--- src/rtl/i2s_sample_tx_if.sv ---
// Sample-pair valid/ready handshake between a PCM source and the I2S transmitter.
interface i2s_sample_tx_if #(
    parameter int unsigned SAMPLE_WIDTH = 16
);
    logic                    sample_valid;
    logic [SAMPLE_WIDTH-1:0] sample_left;
    logic [SAMPLE_WIDTH-1:0] sample_right;
    logic                    sample_ready;

    modport master (
        output sample_valid,
        output sample_left,
        output sample_right,
        input  sample_ready
    );

    modport slave (
        input  sample_valid,
        input  sample_left,
        input  sample_right,
        output sample_ready
    );
endinterface

--- src/rtl/i2s_sample_tx.sv ---
// Philips-I2S serialiser: one left/right pair per frame, one-entry holding register,
// bclk/lrclk derived from clk by an integer divider.
module i2s_sample_tx #(
    parameter int unsigned SAMPLE_WIDTH = 16,
    parameter int unsigned SLOT_WIDTH   = 16,
    parameter int unsigned CLK_DIV      = 4
) (
    input  logic             clk,
    input  logic             rstn,
    input  logic             enable,
    i2s_sample_tx_if.slave   smp,
    output logic             bclk,
    output logic             lrclk,
    output logic             sdata,
    output logic             underrun
);
    localparam int unsigned FRAME_W = 2 * SLOT_WIDTH;
    localparam int unsigned DIV_W   = (CLK_DIV > 1) ? $clog2(CLK_DIV) : 1;
    localparam int unsigned BIT_W   = $clog2(FRAME_W);

    localparam logic [DIV_W-1:0] DIV_LAST = DIV_W'(CLK_DIV - 1);
    localparam logic [BIT_W-1:0] BIT_LAST = BIT_W'(FRAME_W - 1);
    localparam logic [BIT_W-1:0] LR_LO    = BIT_W'(SLOT_WIDTH - 1);
    localparam logic [BIT_W-1:0] LR_HI    = BIT_W'(FRAME_W - 2);

    logic                    hold_full;
    logic [SAMPLE_WIDTH-1:0] hold_left;
    logic [SAMPLE_WIDTH-1:0] hold_right;
    logic [DIV_W-1:0]        div_cnt;
    logic [BIT_W-1:0]        bit_cnt;
    logic [FRAME_W-1:0]      shifter;

    logic                    xfer_c;
    logic                    div_tc_c;
    logic                    fall_c;
    logic                    load_c;
    logic [BIT_W-1:0]        bit_nxt_c;
    logic [FRAME_W-1:0]      frame_c;

    assign smp.sample_ready = ~hold_full;
    assign xfer_c    = smp.sample_valid & ~hold_full;
    assign div_tc_c  = (div_cnt == DIV_LAST);
    assign fall_c    = enable & div_tc_c & bclk;
    assign load_c    = fall_c & (bit_cnt == BIT_LAST);
    assign bit_nxt_c = (bit_cnt == BIT_LAST) ? '0 : bit_cnt + BIT_W'(1);

    // Frame word: held pair, else a same-clk bypass pair, else silence.
    always_comb begin
        frame_c = '0;
        if (hold_full) begin
            frame_c[FRAME_W-1    -: SAMPLE_WIDTH] = hold_left;
            frame_c[SLOT_WIDTH-1 -: SAMPLE_WIDTH] = hold_right;
        end else if (xfer_c) begin
            frame_c[FRAME_W-1    -: SAMPLE_WIDTH] = smp.sample_left;
            frame_c[SLOT_WIDTH-1 -: SAMPLE_WIDTH] = smp.sample_right;
        end
    end

    // Holding register survives enable drops; a frame load always empties it.
    always_ff @(posedge clk or negedge rstn) begin
        if (!rstn) begin
            hold_full  <= 1'b0;
            hold_left  <= '0;
            hold_right <= '0;
        end else if (load_c) begin
            hold_full  <= 1'b0;
        end else if (xfer_c) begin
            hold_full  <= 1'b1;
            hold_left  <= smp.sample_left;
            hold_right <= smp.sample_right;
        end
    end

    always_ff @(posedge clk or negedge rstn) begin
        if (!rstn) begin
            div_cnt  <= '0;
            bit_cnt  <= BIT_LAST;
            shifter  <= '0;
            bclk     <= 1'b0;
            lrclk    <= 1'b0;
            sdata    <= 1'b0;
            underrun <= 1'b0;
        end else if (!enable) begin
            div_cnt  <= '0;
            bit_cnt  <= BIT_LAST;
            shifter  <= '0;
            bclk     <= 1'b0;
            lrclk    <= 1'b0;
            sdata    <= 1'b0;
            underrun <= 1'b0;
        end else begin
            underrun <= 1'b0;
            if (div_tc_c) begin
                div_cnt <= '0;
                bclk    <= ~bclk;
            end else begin
                div_cnt <= div_cnt + DIV_W'(1);
            end
            // All serial state moves on the bclk falling edge.
            if (fall_c) begin
                bit_cnt <= bit_nxt_c;
                lrclk   <= (bit_nxt_c >= LR_LO) && (bit_nxt_c <= LR_HI);
                if (load_c) begin
                    sdata    <= frame_c[FRAME_W-1];
                    shifter  <= {frame_c[FRAME_W-2:0], 1'b0};
                    underrun <= ~hold_full & ~xfer_c;
                end else begin
                    sdata    <= shifter[FRAME_W-1];
                    shifter  <= {shifter[FRAME_W-2:0], 1'b0};
                end
            end
        end
    end
endmodule

--- src/flat_wrapper.sv ---
// flat-port wrapper written by rule: the top's interface ports become plain ports
module i2s_sample_tx_flat 
#(
    parameter int unsigned SAMPLE_WIDTH = 16,
    parameter int unsigned SLOT_WIDTH   = 16,
    parameter int unsigned CLK_DIV      = 4
)
  (clk, rstn, enable, bclk, lrclk, sdata, underrun, smp_sample_valid, smp_sample_left, smp_sample_right, smp_sample_ready);
  i2s_sample_tx_if #(.SAMPLE_WIDTH(SAMPLE_WIDTH)) smp_i ();
  input  logic clk;
  input  logic rstn;
  input  logic enable;
  output logic bclk;
  output logic lrclk;
  output logic sdata;
  output logic underrun;
  input wire logic [$bits(smp_i.sample_valid)-1:0] smp_sample_valid;
  input wire logic [$bits(smp_i.sample_left)-1:0] smp_sample_left;
  input wire logic [$bits(smp_i.sample_right)-1:0] smp_sample_right;
  output wire logic [$bits(smp_i.sample_ready)-1:0] smp_sample_ready;
  assign smp_i.sample_valid = smp_sample_valid;
  assign smp_i.sample_left = smp_sample_left;
  assign smp_i.sample_right = smp_sample_right;
  assign smp_sample_ready = smp_i.sample_ready;
  i2s_sample_tx #(.SAMPLE_WIDTH(SAMPLE_WIDTH), .SLOT_WIDTH(SLOT_WIDTH), .CLK_DIV(CLK_DIV)) u_core (.clk(clk), .rstn(rstn), .enable(enable), .smp(smp_i), .bclk(bclk), .lrclk(lrclk), .sdata(sdata), .underrun(underrun));
endmodule
--- config.mk ---
export PLATFORM = sky130hd
export DESIGN_NAME = i2s_sample_tx_flat
export DESIGN_NICKNAME = d
export VERILOG_FILES = /design/src/rtl/i2s_sample_tx_if.sv /design/src/rtl/i2s_sample_tx.sv /design/src/flat_wrapper.sv
export SDC_FILE = /design/constraint.sdc
export NUM_CORES = 1
export LEC_CHECK = 0
export BUFFER_PORTS_ARGS = -buffer_cell sky130_fd_sc_hd__buf_2
export CAP_MARGIN = 30
export CORE_ASPECT_RATIO = 0.6
export CORE_MARGIN = 2
export CORE_UTILIZATION = 40
export DETAILED_ROUTE_END_ITERATION = 10
export PLACE_DENSITY = 0.58
export SLEW_MARGIN = 0
export SYNTH_ARGS = -nofsm -noshare
export SYNTH_HDL_FRONTEND = slang
export SYNTH_SLANG_ARGS = --single-unit
export TNS_END_PERCENT = 1
--- constraint.sdc ---
create_clock -name clk -period 2.85 [get_ports clk]
set_input_delay 0.285 -clock clk [delete_from_list [all_inputs] [get_ports clk]]
set_output_delay 0.285 -clock clk [all_outputs]
set_load 0.02 [all_outputs]
==> flow_summary_export.csv <==
group,metric,value,unit
status,outcome,"finished clean",
finish,drive_gt1_share,31.1,%
drt,drtIter0Drc,230,
power_and_ir_drop,total_power,2750,uW
worst_setup_path,worstSetupPathType,"reg2reg",
cts,clock_sinks,75,
worst_setup_path,slowest_stage,"dfstp_2",
floorplan,row_count,26,
worst_setup_path,worstPathArrival,2.47,ns
drt,first_pass_iters,4,
synth,synth_flop_cell,"dfrtp_1",
floorplan,die_h,77.4,um
sta,period_minus_slack,2.24,ns
power_and_ir_drop,p_leak,0.00193,uW
worst_setup_path,timing.critical_path.buf_inv,0,
sta,slew_viol_final,0,
sta,max_slew_margin,47.6,%
cts,worstSkewPairLatency,0.33,ns
synth,netlist_top_cells_area,"dfrtp_1 (49%), mux2_4 (13%), o21ai_1 (8.1%)",
drt,viasPerCell,5.45,
grt,grt_overflow,0,
floorplan,core-area,0.00862,sq mm
synth,ys_async_sr_fraction,100,%
synth,yosys_warnings,0,
synth,synth.most_common_cell,"dfrtp_1",
grt,grt_use_total,17.4,%
placed_design,postPlaceCellArea,0.00379,sq mm
worst_setup_path,crit_chain,"ha_1 > and3_1 > ha_1 > nand4_4 > nand2_8 > mux2_2",
sta,post-route-period-util,78.7,%
grt,grt_pass1_wl,13.3,mm
sta,fmax,446,MHz
cts,numCtsBuffers,9,
sta,setup_tns,0,ns
sta,worstMarginPinSlew,0.784,ns
floorplan,die_w,126,um
synth,synth_edf_count,0,
power_and_ir_drop,power_density,662,mW/mm^2
synth,syn_avg_cell_area,12.0,sq um
drt,wire_per_inst,16.9,um
synth,yosys.area.top_type,"dfrtp_1",
placed_design,numPlacedInstances,435,
placed_design,hpwl,4.71,mm
run,cap_violations,0,
synth,synth_common_cells,"dfrtp_1 (70), o21ai_1 (58), nand2_1 (35), a221oi_1 (31), mux2_4 (30)",
synth,synth_nets,339,
grt,grt_max_degree,76,
cts,cts_resized,0,
sta,finClkSkew,0.00328,ns
grt,antenna_found_initial,0,
cts,h-tree-depth,3,
worst_setup_path,path_common_cell,"ha_1",
sta,hold_viol,0,
worst_setup_path,slowest_delay,0.57,ns
synth,ys_ff_latch,75,
cts,clk_pin_slew,0.06,ns
finish,diodes,0,
floorplan,io_pins,41,
grt,grt_pass1_vias,2533,
finish,syn_to_final_growth,16.0,%
synth,yosysSeqAreaShare,52.5,%
finish,postLayoutCellArea,0.00416,sq mm
finish,instances_no_fill,453,
sta,finalSetupViolations,0,
floorplan,start_util,41.6,%
drt,num_vias,2470,
drt,drt_wl_total,7.68,mm
sta,grt_setup_unrepaired,"no",
cts,clk_path_buf_depth,2,
worst_setup_path,critPathLaunchType,"flop",
worst_setup_path,r2r_slack,0.61,ns
synth,yosysUniqueCellTypes,35,
worst_setup_path,crit_family,"simple AND/OR/NAND/NOR gates",
cts,cts_tree,"yes",
synth,synth_top_cell_area_share,48.8,%
finish,nets,375,
drt,post-route-drc-count,0,
drt,postRouteAntennaNets,0,
placed_design,place_congestion,0.808,
worst_setup_path,required,3.07,ns
worst_setup_path,cp-end-kind,"flop",
placed_design,io_buffers,40,
power_and_ir_drop,peakVddDrop,306,uV
synth,synth.cell_area,0.00359,sq mm
floorplan,die_area,0.00977,sq mm
worst_setup_path,crit_fanout,32,
worst_hold_path,hold_class,"in2reg",
synth,synthCells,300,
cts,cts_root_buffer,"clkbuf_16",
-- kinds of logic after synthesis --
kind of cell    synth area share [%]
xor+xnor                       0.488
mux                             13.2
compound gates                  19.6
flops                           52.5
simple gates                    7.22
buf+inv                         6.00
fa+ha+maj                       1.05
-- power breakdown --
part	internal (uW)	switching [uW]	total, uW
clock	813	427	1240
sequential	1150	49.8	1200
combinational	192	120	312
-- cell type report --
type,count,area (sq um)
clock buffers,12,256
clock inverters,4,72.6
fillers,768,4460
inverters,5,18.8
multi-input cells,195,1490
flip-flops and latches,75,1880
well taps,112,140
repair buffers,50,300
-- layer usage --
layer	part of all wire, %	track usage, %	up-vias
met5	0	0	-
met4	0.87	4.18	0
met3	6.5	7.38	7
met2	42	23.8	60
met1	51	25.5	1222
li1	-	-	1181
-- stage by stage --
step	worst slack, ns	hold WS [ns]	util [%]
3_3_place_gp	0.640	0.425	44.0
5_1_grt	0.479	0.161	48.3
6_report	0.606	0.161	48.3
2_1_floorplan	0.800	-0.0106	-
3_5_place_dp	0.598	0.433	44.0
4_1_cts	0.596	0.130	47.8
-- worst reg2reg max path: cells and delay by family (launching register included) --
kind	cells	cell delay, ns
and+or+nand+nor	3	0.70
DFF	1	0.57
adders and majority gates	2	0.46
muxes	1	0.41
-- path summary, 6_finish.rpt --
| path | to | cells after the start | start |
|---|---|---|---|
| max | u_core.hold_left[0] | 6 | u_core.bit_cnt[0] |
| min | u_core.underrun | 2 | smp_sample_valid |
| max reg2reg | u_core.hold_left[0] | 6 | u_core.bit_cnt[0] |
| min reg2reg | u_core.div_cnt[0] | 1 | u_core.div_cnt[0] |
| max in group asynchronous | u_core.bit_cnt[0] | 3 | rstn |
| min in group asynchronous | u_core.hold_right[6] | 2 | rstn |
-- state kept, by name, summed over array words and instances (netlist names) --
register           cells
u_core.hold_right     16
u_core.bit_cnt         5
u_core.hold_left      16
u_core.sdata           1
u_core.hold_full       1
u_core.lrclk           1
u_core.underrun        1
u_core.shifter        31
u_core.bclk            1
u_core.div_cnt         2
-- what timing repair did --
item / 4_1_cts / 5_1_grt
endpoints found under the hold margin: 0 / 4
buffers inserted: 0 / 0
hold buffers: 0 / 1
setup endpoints to repair: 0 / 0
-- cells in the final DEF (no fill, tap or decap), types with 2 or more instances in the layout --
cell,n
o21ai_0,5
buf_2,39
clkbuf_16,9
bufinv_16,2
and3_1,2
ha_1,3
mux2_2,2
buf_4,9
nand3_1,2
o22a_1,3
dfrtp_1,70
mux2_4,30
a21oi_1,4
nand2_1,35
o21ai_1,58
dfstp_2,5
nor2_1,2
xor2_1,2
a221oi_1,31
and2_1,3
clkbuf_8,2
inv_1,5
(Power assumes the default switching activity.)
